`src/rtl/lsu_mem_port.sv`:
```
// Load/store unit bridging execute to a valid/ready data memory bus.
// One outstanding access; misalignment and bus timeouts surface as errors.
module lsu_mem_port #(
    parameter int unsigned TIMEOUT_CYCLES = 255
) (
    input  logic        clk,
    input  logic        rst,
    input  logic        in_valid,
    output logic        in_ready,
    input  logic [31:0] in_addr,
    input  logic [31:0] in_wdata,
    input  logic        in_wen,
    input  logic [1:0]  in_size,
    input  logic        in_unsigned,
    output logic        out_valid,
    input  logic        out_ready,
    output logic [31:0] out_rdata,
    output logic        out_err,
    output logic        req_valid,
    input  logic        req_ready,
    output logic [31:0] req_addr,
    output logic        req_wen,
    output logic [31:0] req_wdata,
    output logic [3:0]  req_wstrb,
    input  logic        rsp_valid,
    output logic        rsp_ready,
    input  logic [31:0] rsp_rdata,
    input  logic        rsp_err
);

    typedef enum logic [1:0] {IDLE, REQ, WAIT, DONE} state_e;

    state_e      state_q;
    logic        drain_q;
    logic [31:0] addr_q;
    logic [1:0]  size_q;
    logic        wen_q;
    logic        uns_q;
    logic [31:0] wdata_q;
    logic [3:0]  wstrb_q;
    logic [31:0] rdata_q;
    logic        err_q;
    logic [31:0] cnt_q;

    logic        misal;
    logic [31:0] lane_wdata;
    logic [3:0]  lane_wstrb;
    logic [31:0] sh;
    logic [31:0] ext;
    logic        tmo;
    logic        live;

    always_comb begin
        misal = (in_size == 2'd3)
             || (in_size == 2'd1 && in_addr[0])
             || (in_size == 2'd2 && in_addr[1:0] != 2'b00);
    end

    always_comb begin
        lane_wdata = in_wdata;
        lane_wstrb = 4'b1111;
        unique case (in_size)
            2'd0: begin
                lane_wdata = {4{in_wdata[7:0]}};
                lane_wstrb = 4'b0001 << in_addr[1:0];
            end
            2'd1: begin
                lane_wdata = {2{in_wdata[15:0]}};
                lane_wstrb = 4'b0011 << in_addr[1:0];
            end
            default: begin
                lane_wdata = in_wdata;
                lane_wstrb = 4'b1111;
            end
        endcase
    end

    always_comb begin
        sh  = rsp_rdata >> {addr_q[1:0], 3'b000};
        ext = sh;
        unique case (size_q)
            2'd0: ext = uns_q ? {24'b0, sh[7:0]}
                              : {{24{sh[7]}}, sh[7:0]};
            2'd1: ext = uns_q ? {16'b0, sh[15:0]}
                              : {{16{sh[15]}}, sh[15:0]};
            default: ext = sh;
        endcase
    end

    assign tmo = (TIMEOUT_CYCLES != 0)
              && (cnt_q == TIMEOUT_CYCLES - 1);

    always_ff @(posedge clk) begin
        if (rst) begin
            state_q <= IDLE;
            drain_q <= 1'b0;
            addr_q  <= '0;
            size_q  <= '0;
            wen_q   <= 1'b0;
            uns_q   <= 1'b0;
            wdata_q <= '0;
            wstrb_q <= '0;
            rdata_q <= '0;
            err_q   <= 1'b0;
            cnt_q   <= '0;
        end else begin
            // A late response after a timeout is swallowed here.
            if (drain_q && rsp_valid) drain_q <= 1'b0;
            unique case (state_q)
                IDLE: begin
                    if (in_valid && !drain_q) begin
                        addr_q  <= in_addr;
                        size_q  <= in_size;
                        wen_q   <= in_wen;
                        uns_q   <= in_unsigned;
                        wdata_q <= lane_wdata;
                        wstrb_q <= in_wen ? lane_wstrb : 4'b0000;
                        rdata_q <= '0;
                        err_q   <= misal;
                        state_q <= misal ? DONE : REQ;
                    end
                end
                REQ: begin
                    if (req_ready) begin
                        cnt_q   <= '0;
                        state_q <= WAIT;
                    end
                end
                WAIT: begin
                    cnt_q <= cnt_q + 32'd1;
                    if (rsp_valid) begin
                        err_q   <= rsp_err;
                        rdata_q <= (rsp_err || wen_q) ? '0 : ext;
                        state_q <= DONE;
                    end else if (tmo) begin
                        err_q   <= 1'b1;
                        rdata_q <= '0;
                        drain_q <= 1'b1;
                        state_q <= DONE;
                    end
                end
                DONE: begin
                    if (out_ready) state_q <= IDLE;
                end
                default: state_q <= IDLE;
            endcase
        end
    end

    assign live      = !rst;
    assign in_ready  = live && state_q == IDLE && !drain_q;
    assign req_valid = live && state_q == REQ;
    assign req_addr  = live ? {addr_q[31:2], 2'b00} : 32'd0;
    assign req_wen   = live && wen_q;
    assign req_wdata = live ? wdata_q : 32'd0;
    assign req_wstrb = live ? wstrb_q : 4'd0;
    assign rsp_ready = live && (state_q == WAIT || drain_q);
    assign out_valid = live && state_q == DONE;
    assign out_rdata = live ? rdata_q : 32'd0;
    assign out_err   = live && err_q;

endmodule
```
`config.mk`:
```
export PLATFORM = sky130hd
export DESIGN_NAME = lsu_mem_port
export DESIGN_NICKNAME = d
export VERILOG_FILES = /design/src/rtl/lsu_mem_port.sv
export SDC_FILE = /design/constraint.sdc
export NUM_CORES = 1
export LEC_CHECK = 0
export ABC_AREA = 1
export CORE_MARGIN = 5
export CORE_UTILIZATION = 52
export CTS_CLUSTER_DIAMETER = 80
export DETAILED_ROUTE_END_ITERATION = 8
export GPL_TIMING_DRIVEN = 0
export PLACE_DENSITY_LB_ADDON = 0.25
export SLEW_MARGIN = 20
export SYNTH_ARGS = -nofsm -noshare
export SYNTH_HDL_FRONTEND = slang
export SYNTH_SLANG_ARGS = --single-unit
```
`constraint.sdc`:
```
create_clock -name clk -period 2.8 [get_ports clk]
set_input_delay 0.28 -clock clk [delete_from_list [all_inputs] [get_ports clk]]
set_output_delay 0.28 -clock clk [all_outputs]
set_load 0.02 [all_outputs]
```
==> impl_results.md <==
- Run status: finished, final reports clean
- Port bufs: ~210
- Final Power: 8050 µW
- Post-synthesis mux area share: 0%
- Hold-fix buffers at CTS: 0
- DRC: 0
- Die H: 131 µm
- # fillers: approximately 1200
- Pins over their slew limit: 0
- Via count: 8360
- Resized cells post-CTS: 0
- Row count: 44
- Antenna viol nets, final: 0
- Clk slew on worst S/H paths: around 0.060 ns
- Clk_lat worst skew: between 0.4 and 0.5 ns
- Max Fclk: slightly below 400 MHz
- Setup Viol. Count Final: 0
- VDD IR-drop max: roughly 0.56 mV
- Peak fanout along the critical path: 10
- GRT Total Usage: around 29%
- IO Count: roughly 210
- Leading area contributor after synthesis: dfxtp_1
- Final Critical Period: about 2.5 ns
- Largest net degree at the start of global routing: 17
- Simple-gate portion of the synthesized area: between 30% and 40%
- H-tree depth: 4
- Initial antenna violation count: 0
- Max_slew headroom: between 50% and 60%
- Data required, critical path: ~2.5 ns
- Yosys reg bits: 140
- PnR worst setup slack: 0.255 ns
- Met3 WL: just over 2000 µm
- Fin crit share: about 90%
- Worst Path Class, Setup: in2out
- Area fraction of the dominant cell type after synthesis: around 37%
- CP endpoint kind: primary output
- Clock buffer depth: 2
- Starting density of the core: about 53%
- Async set-reset flop share out of synthesis: 0%
- Synth Cell Area: around 0.0076 mm²
- Worst hold path class: in2reg
- Total wire length: approximately 24000 µm
- Cell Count, Final, Fillers Out: approximately 1600
- Synth area leaders: dfxtp_1 37%, nand2_1 12%, nor2_1 10%, inv_1 8.6%, a21oi_1 6.8%
- Mean routed wirelength per cell: around 15 µm
- Placed insts: about 1600
- Post-synth cell types: 45
- Adder-Cell Fraction of Synth Area: less than 1%
- Drt via density: between 5 and 6
- Highest routed layer: met4
- CP arrival: ~2.3 ns
- Met2 routed WL: 11600 µm
- # diodes: 0
- DIE AREA: between 0.015 and 0.02 mm²
- RePlAce Congestion: ~0.95
- Iteration-0 DRC Markers: slightly above 600
- M1 wire length: a little under 10000 µm
- Hold Fails Final Rpt: 0
- Pwr per Cell Area: ~770 mW/mm²
- Die Span X: about 130 µm
- DP Worst Slack: between 0.2 and 0.25 ns
- Gr ovfl total: 0
- Seq/Total Area, Yosys: 36.9%
- Post-CTS Setup Bufs: 0
- Fraction of layout cells with a size suffix above 1: under 10%
- CTS tree: built
- RSZ-0062 raised after global routing: false
- Leakage: 0.00438 µW
- CTS root buffer: clkbuf_16
- Largest family of logic cells by synthesized area: simple AND/OR/NAND/NOR gates
- NumNets Final: ~1500
- Vias in the first global route: roughly 8100
- First-pass GRT wire length: slightly below 40000 µm
- CTS Sinks: 140
- P&R area growth vs syn: 37.6%
- Worst clock skew: 0.0125 ns
- Core area: 0.0144 mm²
- Crit path launch type: input port
- Post-synth EDFFs: 0
- Ys flop type: dfxtp_1
- Worst slew pin tran: 0.622 ns
- DP HPWL: 18500 µm
- DRT Pass-1 Iters: 5
- Max Cap Violations: 0
- Post-synthesis compound-gate area fraction: between 15 and 20%
- Synth Warn #: 0
- Synth Area in XOR/XNOR: 0%
- Sum Neg Setup Slack: 0 ns
- Synthesized area per cell: 6.36 µm²
- CTS Buf Count: 17
- Gate Count Post-Synth: between 1000 and 1500
metrics by stage:
step	util (%)	instance area, µm²	hold WS (ns)
final	72.5	10500	0.213
after global routing	72.5	10500	0.254
after CTS	72.5	10500	0.203
after detailed placement	68.7	9920	0.443
after global placement	68.7	9920	0.439
after floorplan	-	7600	0.427
Yosys cell counts (all sizes together), types with 8 or more instances:
| cell type | instances |
|---|---|
| nand2 | 260 |
| a22o | 8 |
| nand4 | 10 |
| a21oi | 109 |
| nand3 | 63 |
| a221oi | 8 |
| nor2 | 210 |
| nor3 | 19 |
| buf | 32 |
| inv | 182 |
| o21ai | 85 |
| clkbuf | 33 |
| dfxtp | 140 |
| o22ai | 8 |
state kept, by name, summed over array words and instances, names as in the netlist:
register / count
addr_q: 32
cnt_q: 32
drain_q: 1
err_q: 1
rdata_q: 32
size_q: 2
state_q: 2
uns_q: 1
wdata_q: 32
wen_q: 1
wstrb_q: 4
cells in the final DEF (no fill, tap or decap), types with 4 or more instances in the layout:
cell             netlist  final
nand4_1                9      9
o21ai_0               76     76
a21oi_1              103    103
inv_1                175    175
nand3_1               61     61
o21ai_1                7      7
a221oi_1               8      8
a22o_1                 8      8
clkinv_2               1      7
o22ai_1                8      8
nor2_1               203    203
nand2_2               12     12
clkbuf_16              0     17
o211a_1                6      6
a21oi_2                6      6
dfxtp_1              140    140
ha_1                   6      6
clkbuf_1              33     34
clkdlybuf4s50_1        0    208
buf_4                  4      4
buf_6                  5      5
nor3_1                18     18
buf_1                  4      4
nand2_1              247    247
inv_2                  5      5
nor2_2                 4      4
buf_2                 19     19
critical path: stages:
cell and delay, ns:
clkbuf_1 0.18, clkbuf_1 0.51, clkbuf_1 0.50, nor2_1 0.19, clkdlybuf4s50_1 0.59
where the power goes:
| group | switching (µW) | internal (µW) | leakage [µW] |
|---|---|---|---|
| sequential | 172 | 2420 | 0.00115 |
| clock | 860 | 1230 | 0.000264 |
| combinational | 2100 | 1270 | 0.00296 |
| total | 3140 | 4920 | 0.00438 |
cells by family (layout without fill, tap and decap cells):
group | count (synthesis) | in the layout
buf+inv | 250 | 489
other cells | 1 | 2
compound gates | 232 | 232
simple gates | 566 | 566
fa+ha+maj | 6 | 6
flops | 140 | 140
worst paths after layout:
check	startpoint	cells past startpoint	slack [ns]	end
max	rst	5	0.25	req_wdata[31]
min	in_size[1]	3	0.21	wstrb_q[1]
max reg2reg	state_q[0]	6	0.71	addr_q[12]
min reg2reg	addr_q[5]	2	0.45	addr_q[5]
per-layer routing:
metal	GRT usage, %	vias up
li1	-	4216
met1	34.5	3758
met2	47.5	325
met3	9.19	61
met4	11.1	0
met5	0	-
layout make-up:
| type | count | area (µm²) | area share, % |
|---|---|---|---|
| multi-input combinational | 806 | 3780 | 36.1 |
| clock buffer | 19 | 443 | 4.23 |
| buffer | 65 | 320 | 3.06 |
| tap | 184 | 230 | 2.20 |
| clock inverter | 12 | 100 | 0.957 |
| inverter | 185 | 703 | 6.72 |
| timing repair buffer | 208 | 2080 | 19.9 |
| sequential | 140 | 2800 | 26.8 |
No activity file was read; power rests on OpenSTA's default activity.
